$ cat src/rtl/uart_tx.sv
// uart_tx: buffered 8N1 UART transmitter fed by single-cycle CPU stores.
// Bytes queue in a circular FIFO; writes arriving while it is full are dropped and flagged.
module uart_tx #(
    parameter int CLKS_PER_BIT = 868,
    parameter int FIFO_DEPTH   = 16
) (
    input  logic       clk,
    input  logic       rst,
    input  logic       wr_en,
    input  logic [7:0] wr_data,
    output logic       uart,
    output logic       busy,
    output logic       full,
    output logic       overflow
);
    localparam int PTR_W  = $clog2(FIFO_DEPTH);
    localparam int CNT_W  = PTR_W + 1;
    localparam int BAUD_W = $clog2(CLKS_PER_BIT);
    localparam logic [BAUD_W-1:0] BAUD_LAST = BAUD_W'(CLKS_PER_BIT - 1);

    typedef enum logic [1:0] {
        IDLE  = 2'd0,
        START = 2'd1,
        DATA  = 2'd2,
        STOP  = 2'd3
    } state_t;

    state_t            state_r, state_s;
    logic [BAUD_W-1:0] baud_r, baud_s;
    logic [2:0]        bit_idx_r, bit_idx_s;
    logic [7:0]        shift_r, shift_s;
    logic              uart_r, uart_s;
    logic [7:0]        mem_r [FIFO_DEPTH];
    logic [PTR_W-1:0]  wr_ptr_r, rd_ptr_r;
    logic [CNT_W-1:0]  count_r;
    logic              overflow_r;
    logic              push_s, pop_s, baud_end_s;

    // Flags derive from the count registered at the start of the cycle, so a
    // write in a full cycle is dropped even when a pop happens alongside it.
    assign full       = (count_r == CNT_W'(FIFO_DEPTH));
    assign busy       = (state_r != IDLE) || (count_r != {CNT_W{1'b0}});
    assign uart       = uart_r;
    assign overflow   = overflow_r;
    assign push_s     = wr_en && !full;
    assign baud_end_s = (baud_r == BAUD_LAST);

    // FIFO storage array; contents need no reset because the pointers qualify them.
    always_ff @(posedge clk) begin
        if (push_s && rst) begin
            mem_r[wr_ptr_r] <= wr_data;
        end
    end

    // FIFO pointers, occupancy count and sticky overflow flag.
    always_ff @(posedge clk or negedge rst) begin
        if (!rst) begin
            wr_ptr_r   <= {PTR_W{1'b0}};
            rd_ptr_r   <= {PTR_W{1'b0}};
            count_r    <= {CNT_W{1'b0}};
            overflow_r <= 1'b0;
        end else begin
            if (push_s) begin
                wr_ptr_r <= wr_ptr_r + PTR_W'(1);
            end
            if (pop_s) begin
                rd_ptr_r <= rd_ptr_r + PTR_W'(1);
            end
            case ({push_s, pop_s})
                2'b10:   count_r <= count_r + CNT_W'(1);
                2'b01:   count_r <= count_r - CNT_W'(1);
                default: count_r <= count_r;
            endcase
            if (wr_en && full) begin
                overflow_r <= 1'b1;
            end
        end
    end

    // Transmit FSM state and datapath registers.
    always_ff @(posedge clk or negedge rst) begin
        if (!rst) begin
            state_r   <= IDLE;
            baud_r    <= {BAUD_W{1'b0}};
            bit_idx_r <= 3'd0;
            shift_r   <= 8'h00;
            uart_r    <= 1'b1;
        end else begin
            state_r   <= state_s;
            baud_r    <= baud_s;
            bit_idx_r <= bit_idx_s;
            shift_r   <= shift_s;
            uart_r    <= uart_s;
        end
    end

    // Next-state logic; the shift register moves right so shift_r[0] is the bit on the line.
    always_comb begin
        state_s   = state_r;
        baud_s    = baud_r + BAUD_W'(1);
        bit_idx_s = bit_idx_r;
        shift_s   = shift_r;
        uart_s    = uart_r;
        pop_s     = 1'b0;
        case (state_r)
            IDLE: begin
                baud_s = {BAUD_W{1'b0}};
                if (count_r != {CNT_W{1'b0}}) begin
                    shift_s = mem_r[rd_ptr_r];
                    pop_s   = 1'b1;
                    uart_s  = 1'b0;
                    state_s = START;
                end else begin
                    uart_s  = 1'b1;
                end
            end
            START: begin
                if (baud_end_s) begin
                    baud_s    = {BAUD_W{1'b0}};
                    uart_s    = shift_r[0];
                    bit_idx_s = 3'd0;
                    state_s   = DATA;
                end else begin
                    uart_s    = 1'b0;
                end
            end
            DATA: begin
                if (baud_end_s) begin
                    baud_s = {BAUD_W{1'b0}};
                    if (bit_idx_r == 3'd7) begin
                        uart_s  = 1'b1;
                        state_s = STOP;
                    end else begin
                        bit_idx_s = bit_idx_r + 3'd1;
                        shift_s   = {1'b0, shift_r[7:1]};
                        uart_s    = shift_r[1];
                    end
                end else begin
                    uart_s = shift_r[0];
                end
            end
            STOP: begin
                uart_s = 1'b1;
                if (baud_end_s) begin
                    baud_s  = {BAUD_W{1'b0}};
                    state_s = IDLE;
                end else begin
                    state_s = STOP;
                end
            end
            default: begin
                baud_s  = {BAUD_W{1'b0}};
                uart_s  = 1'b1;
                state_s = IDLE;
            end
        endcase
    end
endmodule

$ cat config.mk
export PLATFORM = sky130hd
export DESIGN_NAME = uart_tx
export DESIGN_NICKNAME = d
export VERILOG_FILES = /design/src/rtl/uart_tx.sv
export SDC_FILE = /design/constraint.sdc
export NUM_CORES = 1
export LEC_CHECK = 0
export CORE_MARGIN = 3
export CORE_UTILIZATION = 50
export DETAILED_ROUTE_END_ITERATION = 12
export GPL_TIMING_DRIVEN = 0
export PLACE_DENSITY = 0.75
export SYNTH_ARGS = -nofsm -noshare
export SYNTH_HDL_FRONTEND = slang
export SYNTH_SLANG_ARGS = --single-unit
$ cat constraint.sdc
create_clock -name clk -period 4.9 [get_ports clk]
set_input_delay 0.49 -clock clk [delete_from_list [all_inputs] [get_ports clk]]
set_output_delay 0.49 -clock clk [all_outputs]
set_load 0.05 [all_outputs]
After elaboration in Yosys (flattened, before gate mapping)
Memory sizes are Yosys's and may differ from the RTL's.
Index checks and enable logic that the tools add are counted.
{"block": "classes", "n_addsub": 6, "eq_ne": 13, "muxes": 26, "n_reduce_logical": 15}
{"operator": "8-bit 2-to-1 mux", "count": 3}
{"operator": "10-bit case mux with 2 select lines", "count": 1}
{"operator": "8-bit case mux with 2 select lines", "count": 1}
{"operator": "4-bit AND reduction", "count": 3}
{"operator": "10-bit by 1-bit adder with 10-bit output, second input constant", "count": 1}
{"operator": "10-bit == test, second input constant", "count": 1}
{"operator": "10-bit 2-to-1 mux", "count": 1}
{"operator": "2-bit 2-to-1 mux", "count": 5}
{"operator": "2-bit inequality test, second input constant", "count": 5}
{"operator": "5-bit case mux with 2 select lines", "count": 1}
{"operator": "3-bit 2-to-1 mux", "count": 3}
{"operator": "4-bit by 1-bit adder with 4-bit output, second input constant", "count": 2}
{"operator": "1-bit 2-to-1 mux", "count": 8}
{"operator": "2-bit case mux with 4 select lines", "count": 1}
{"operator": "2-bit nonzero test", "count": 4}
{"operator": "2-bit == test, second input constant", "count": 3}
{"operator": "3-bit case mux with 2 select lines", "count": 1}
{"operator": "5-bit by 1-bit adder with 5-bit output, second input constant", "count": 1}
{"operator": "5-bit == test, second input constant", "count": 1}
{"operator": "5-bit nonzero test", "count": 1}
{"operator": "5-bit by 1-bit subtractor with 5-bit output, second input constant", "count": 1}
{"operator": "2-bit by 1-bit == test with 1-bit output, second input constant", "count": 2}
{"operator": "1-bit case mux with 4 select lines", "count": 1}
{"operator": "3-bit by 1-bit adder with 3-bit output, second input constant", "count": 1}
{"operator": "6 further kinds", "count": 8}
{"block": "word_totals", "ff_bits": 38, "ram_bits": 128, "in_bits": 11, "output_inout_bits": 4, "wordCells": 70, "mem_count": 1}
{"name": "mem_r", "depth": 16, "word_bits": 8, "read_ports": 1, "rd_ports_with_merged_regs": 0, "wr": 1, "line": "33", "source": "logic [7:0] mem_r [FIFO_DEPTH];"}

Longest topological paths before layout
Gate-level depths: netlist (run 1).
{"block": "logic_depth", "word_depth": 6, "mapped_depth": 10, "ltp_nobuf": 9}

Least setup slack after synthesis (run 1)
Ideal clock, no wire load.
{"block": "synth_path", "path_kind": "register to register", "startpoint": "reg state_r[0]", "endpoint": "reg count_r[4]", "setup_time_ns": 0.125, "arrival_ns": 2.511, "t_required_ns": 4.775, "slack_ns": 2.265, "stages_incl_launch_ff": 10, "n_path_buf": 2, "period_less_slack_ns": 2.635, "path_cell_list": "dfrtp_1 > nor2_1 > a21boi_1 > buf_2 > ha_1 > clkbuf_1 > or4b_2 > nor3_1 > nor3_1 > xnor2_1"}
{"block": "synth_between", "elab_chain_len": 4, "elab_cells_between_ends": 6, "classes_between": "eq/ne: 2; mux: 2; reduce/logical: 2"}
{"item": "start, declared", "line": "28", "source": "state_t state_r, state_s;"}
{"item": "start signal, assigned", "line": "89", "source": "state_r <= state_s;"}
{"item": "2-bit logical NOT (*)", "line": "105", "source": "case (state_r)"}
{"item": "1-bit 2-to-1 mux (*)", "line": "105"}
{"item": "2-bit by 1-bit == test with 1-bit output / 2-bit == test (equally long branches)", "line": "69", "source": "case ({push_s, pop_s})"}
{"item": "5-bit case mux with 2 select lines / 2-bit nonzero test (equally long branches)"}
{"item": "end signal, assigned", "line": "70", "source": "2'b10: count_r <= count_r + CNT_W'(1);"}
{"item": "end signal, assigned", "line": "71", "source": "2'b01: count_r <= count_r - CNT_W'(1);"}
{"item": "end signal, assigned", "line": "72", "source": "default: count_r <= count_r;"}
{"item": "end, declared", "line": "35", "source": "logic [CNT_W-1:0] count_r;"}
Every way passes the cells marked *; elsewhere a longest branch is shown, timed or not.
A chain may end at the register's enable or synchronous reset.

Final worst setup path (run 1)
Ends and elaborated chain as after synthesis.

==> flow_metrics.py, run 1 <==
metrics = {
    "synth": {
        "synth_ff_type": "edfxtp_1",
        "synth_most_common_cell": "edfxtp_1",
        "syn-instance-count": 418,
        "syn_avg_cell_area_um2": 16.8,
        "yosysTopAreaCell": "edfxtp_1",
        "netlist_top_cells_area": "edfxtp_1 (55%), dfrtp_1 (13%), mux4_1 (6.7%), mux4_2 (4.5%), ha_1 (2.0%)",
        "synth_common_cells": "edfxtp_1 (128), dfrtp_1 (37), nor2_1 (34)",
        "synth_async_sr_flop_share": 0.229,
        "ys_seq_area_frac": 0.682,
        "synth-edff-count": 128,
        "syn_area_um2": 7040,
        "syn-num-nets": 440,
        "synth.top_cell.area_share": 0.546,
        "ys_warn_count": 0,
        "ys_ff_latch": 166,
        "synth_cell_type_count": 55,
    },
    "cells_and_area": {
        "drive_gt1_frac": 0.138,
        "seq_area_um2": 4800,
        "fin_util": 0.594,
        "fill_cells": 978,
        "areaGrowthSynthToFinish_pct": 14.0,
        "diodes": 0,
        "nNetsFinal": 474,
        "multi_input_area_um2": 2070,
    },
    "clock_network": {
        "clkTransAtPathRegs_ns": 0.06,
        "cts_buffers": 17,
        "htreeDepth": 4,
        "cts_setup_buffers": 0,
        "root_buffer": "clkbuf_16",
        "cts_tree": "built",
        "clockBufferDepth": 2,
        "cts_resized": 0,
        "cts_hold_buffers": 0,
        "numClockSinks": 166,
        "clock_latency_ns": 0.42,
    },
    "sta": {
        "maxSlewViolCount": 0,
        "finalWorstSetupSlack_ns": 1.70,
        "final_hold_viol_count": 0,
        "slew_headroom": 0.350,
        "final.setup.tns_ns": 0,
        "finalSetupViolCount": 0,
        "tightestPinTransition_ns": 0.971,
        "skew_ns": 0.00830,
        "rsz0062_at_grt": "no",
        "final.min_clock_period_ns": 3.20,
        "finalCritPeriodShare": 0.653,
        "fmax_mhz": 313,
    },
    "global_route": {
        "antenna_found_initial": 0,
        "grt_max_degree": 25,
        "grt_pass1_wl_um": 21900,
        "met2_usage": 0.302,
        "overflow": 0,
        "busiest_layer": "met2",
        "use_met1": 0.248,
        "globalRouteMet3Util": 0.0497,
        "grt_pass1_vias": 3901,
        "grtUsageTotal": 0.186,
    },
    "placement": {
        "dp_hpwl_um": 8710,
        "port_buffers": 14,
        "dp_slack_ns": 1.52,
        "gp_congestion": 0.760,
    },
    "floorplanning": {
        "top_level_ports": 15,
        "dieHeight_um": 125,
        "core_um2": 13500,
        "design.die.area_um2": 15500,
        "rows": 42,
        "start_util": 0.521,
        "fp.dieW_um": 125,
    },
    "critical_path": {
        "critPathKind": "register to register",
        "arrival_ns": 3.49,
        "cp_max_fo": 10,
        "ff2ff_setup_slack_ns": 1.70,
        "crit_required_ns": 5.19,
        "startpoint_type": "register",
        "cp-end-kind": "register",
    },
    "power_and_ir_drop": {
        "seqPwrFrac": 0.471,
        "leakage_nw": 2.80,
        "clock_power_share": 0.363,
        "ir_drop_v": 0.000257,
        "p_int_mw": 2.81,
        "cellPowerDensity_nw_per_um2": 472,
        "power_frac_comb": 0.166,
        "p_sw_frac": 0.257,
        "switchingPower_uw": 975,
    },
    "drt": {
        "wire_per_inst_um": 21.4,
        "drcViolationCount": 0,
        "ant_nets": 0,
        "viasPerCell": 5.99,
        "drt_first_pass_iters": 5,
        "drt-initial-drc-count": 476,
        "routed_wl_um": 13700,
        "vias": 3826,
    },
    "hold_path": {
        "hold_class": "input pin to asynchronous set/reset pin",
    },
    "run_status": {
        "outcome": "finished clean",
    },
    "job": {
        "max_cap_viol_count": 0,
    },
}
-- worst max-delay path, cell delays in order (launching register included) --
cell and delay (ns):
dfrtp_1 0.44, nor2_1 0.28, a21boi_1 0.53, buf_2 0.32
ha_1 0.26, clkbuf_1 0.20, or4b_2 0.64, nor3_1 0.16
nor3_1 0.11, xnor2_1 0.14
-- layer usage --
layer	vias to the layer above	routed length, µm
met5	-	0
met3	19	911
met2	132	6850
met1	1966	5690
li1	1709	-
met4	0	213
-- cell usage in the layout, fill, tap and decap left out, types with 7 or more instances in the layout --
master and n:
clkbuf_16 17, o22a_1 7, clkbuf_1 8, mux4_2 14, mux4_1 18, a22oi_1 14, o21ai_0 11, ha_1 11
xnor2_1 14, edfxtp_1 128, inv_1 9, dfrtp_1 37, clkdlybuf4s50_1 13, a21oi_1 10, nand2_1 17, nor2_1 34
buf_2 8
-- registers in the layout (all words and copies together) (netlist names), 2 cells and up --
name and count:
bit_idx_r 3, baud_r 10, wr_ptr_r 4, count_r 5, state_r 2, shift_r 8
mem_r 128, rd_ptr_r 4
-- through the flow --
stage                     instance area, µm²  instances  total power, mW  hold WS, ns
after floorplan                         7040        418             2.25        0.194
after global placement                  7400        608             2.40        0.439
after detailed placement                7420        609             2.44        0.444
after CTS                               8020        639             3.81       0.0224
after global routing                    8020        639             3.96       0.0411
final                                   8020        639             3.79       0.0238
-- final timing paths --
| path | startpoint | end | depth (start not counted) |
|---|---|---|---|
| min reg2reg | overflow | overflow | 1 |
| max reg2reg | state_r[0] | count_r[4] | 9 |
| min | rst | baud_r[7] | 1 |
| min in group clk | overflow | overflow | 1 |
| max in group asynchronous | rst | uart | 2 |
| max | state_r[0] | count_r[4] | 9 |
-- kinds of logic (layout without fill, tap and decap cells) --
kind of cell / count (synthesis) / after routing / synth area share
adder cells (fa/ha/maj): 11 / 11 / 0.0196
flip-flops: 166 / 166 / 0.682
AND/OR/NAND/NOR: 93 / 93 / 0.0690
multiplexers: 38 / 38 / 0.121
buffers and inverters: 30 / 75 / 0.0235
XOR/XNOR: 20 / 20 / 0.0249
AO/OA/AOI/OAI: 60 / 60 / 0.0605
-- final cells by class --
class                   instances  share of cell area
plain buffers                  21              0.0164
repair buffers                 15              0.0203
clock buffers                  18              0.0535
inverters                       9             0.00421
flip-flops and latches        166               0.598
clock inverters                12              0.0218
well taps                     176              0.0274
multi-input cells             222               0.259
-- power groups by stage --
stage,Combinational [mW],Clock (mW),Sequential (mW)
after floorplan,0.455,0,1.79
after global placement,0.602,0,1.80
after detailed placement,0.629,0,1.81
after CTS,0.635,1.39,1.78
after global routing,0.691,1.47,1.80
final,0.628,1.38,1.79
(Power assumes the default switching activity.)
==> inputs of run 2 (changes only) <==
Clock period 4.9 ns to 2.99 ns, I/O delays scaled along.
==> flow_metrics.py, run 2 (synthesized netlist as in run 1, its figures left out) <==
metrics = {
    "job": {
        "max_cap_viol_count": 0,
    },
    "placement": {
        "gp_congestion": 0.760,
        "dp_hpwl_um": 8710,
        "dp.cells": 609,
        "port_buffers": 14,
        "placedInstanceArea_um2": 7420,
        "dp_slack_ns": -0.201,
    },
    "cells_and_area": {
        "nNetsFinal": 477,
        "stdcell_area_um2": 8080,
        "drive_gt1_frac": 0.146,
        "diodes": 0,
        "largest_register": "mem_r",
        "final_cells": 642,
        "fin_util": 0.598,
        "areaGrowthSynthToFinish_pct": 14.8,
        "final_cell_mix": "edfxtp_1 (128), dfrtp_1 (37), nor2_1 (33)",
        "final_common_cell": "edfxtp_1",
        "top_regs": "mem_r x128, baud_r x10, shift_r x8",
        "largest_reg_flops": 128,
    },
    "floorplanning": {
        "dieHeight_um": 125,
        "core_um2": 13500,
        "start_util": 0.521,
        "rows": 42,
        "top_level_ports": 15,
        "design.die.area_um2": 15500,
        "fp.dieW_um": 125,
    },
    "global_route": {
        "antenna_found_initial": 0,
        "overflow": 0,
        "grt_pass1_wl_um": 21900,
        "grtUsageTotal": 0.186,
        "grt_max_degree": 25,
        "grt_pass1_vias": 3910,
    },
    "run_status": {
        "outcome": "finished clean",
    },
    "critical_path": {
        "cp-end-kind": "register",
        "cp_max_fo": 10,
        "crit_required_ns": 3.28,
        "critPathKind": "register to register",
        "startpoint_type": "register",
        "arrival_ns": 3.16,
    },
    "clock_network": {
        "cts_tree": "built",
        "clock_latency_ns": 0.42,
        "htreeDepth": 4,
        "numClockSinks": 166,
        "root_buffer": "clkbuf_16",
        "clockBufferDepth": 2,
        "clkTransAtPathRegs_ns": 0.06,
        "cts_buffers": 17,
    },
    "sta": {
        "finalWorstSetupSlack_ns": 0.124,
        "finalSetupViolCount": 0,
        "fmax_mhz": 349,
        "final_hold_viol_count": 0,
        "final.setup.tns_ns": 0,
        "tightestPinTransition_ns": 0.993,
        "final.min_clock_period_ns": 2.87,
        "slew_headroom": 0.335,
        "maxSlewViolCount": 0,
        "hold_slack_ns": 0.373,
        "skew_ns": 0.00831,
        "finalCritPeriodShare": 0.959,
        "rsz0062_at_grt": "no",
    },
    "drt": {
        "ant_nets": 0,
        "drt_first_pass_iters": 5,
        "viasPerCell": 6.04,
        "drcViolationCount": 0,
        "routed_wl_um": 13700,
        "drt-initial-drc-count": 453,
        "vias": 3876,
        "wire_per_inst_um": 21.4,
    },
    "power_and_ir_drop": {
        "cellPowerDensity_nw_per_um2": 773,
        "leakage_nw": 2.81,
        "power_mw": 6.24,
        "ir_drop_v": 0.000423,
    },
    "hold_path": {
        "hold_class": "input pin to asynchronous set/reset pin",
    },
}
-- run 2: worst paths after layout --
path / start / end / slack [ns] / cells after the start
min in group clk: overflow / overflow / 0.45 / 1
hold reg to reg: overflow / overflow / 0.45 / 1
setup / recovery: count_r[2] / count_r[4] / 0.12 / 9
max in group asynchronous: rst / uart / 2.06 / 3
hold / removal: rst / baud_r[7] / 0.37 / 2
setup reg to reg: count_r[2] / count_r[4] / 0.12 / 9
-- run 2: metal layers --
| layer | up-vias | share of wire | GRT usage |
|---|---|---|---|
| met2 | 146 | 0.50 | 0.303 |
| met4 | 0 | 0.019 | 0.0542 |
| li1 | 1720 | - | - |
| met3 | 20 | 0.066 | 0.0493 |
| met1 | 1990 | 0.42 | 0.248 |
| met5 | - | 0 | 0 |
-- run 2: timing repair --
action	4_1_cts	5_1_grt
endpoints found under the hold margin	14	0
endpoints found under the setup margin	1	1
setup buffers	0	2
resized for setup	2	4
hold buffers	1	0
-- run 2: worst max-delay path, cell delays in order (launching register included) --
cell and delay [ns]:
dfrtp_1 0.48, nor3_4 0.38, a21boi_4 0.13, clkbuf_4 0.21
ha_1 0.30, clkbuf_1 0.20, or4b_2 0.64, nor3_1 0.16
nor3_1 0.11, xnor2_1 0.14
-- run 2: area by class of cell --
type,instances,area [µm²]
Clock inverter,12,175
Multi-Input combinational cell,222,2100
Tap cell,176,220
Timing Repair Buffer,18,188
Inverter,9,33.8
Sequential cell,166,4800
Fill cell,976,5430
Clock buffer,18,429
Buffer,21,134
-- run 2: power by group --
| part | total, mW | switching [mW] | internal [mW] |
|---|---|---|---|
| registers | 2.94 | 0.203 | 2.73 |
| clock network | 2.26 | 0.866 | 1.39 |
| logic | 1.05 | 0.555 | 0.494 |
| total | 6.24 | 1.62 | 4.62 |
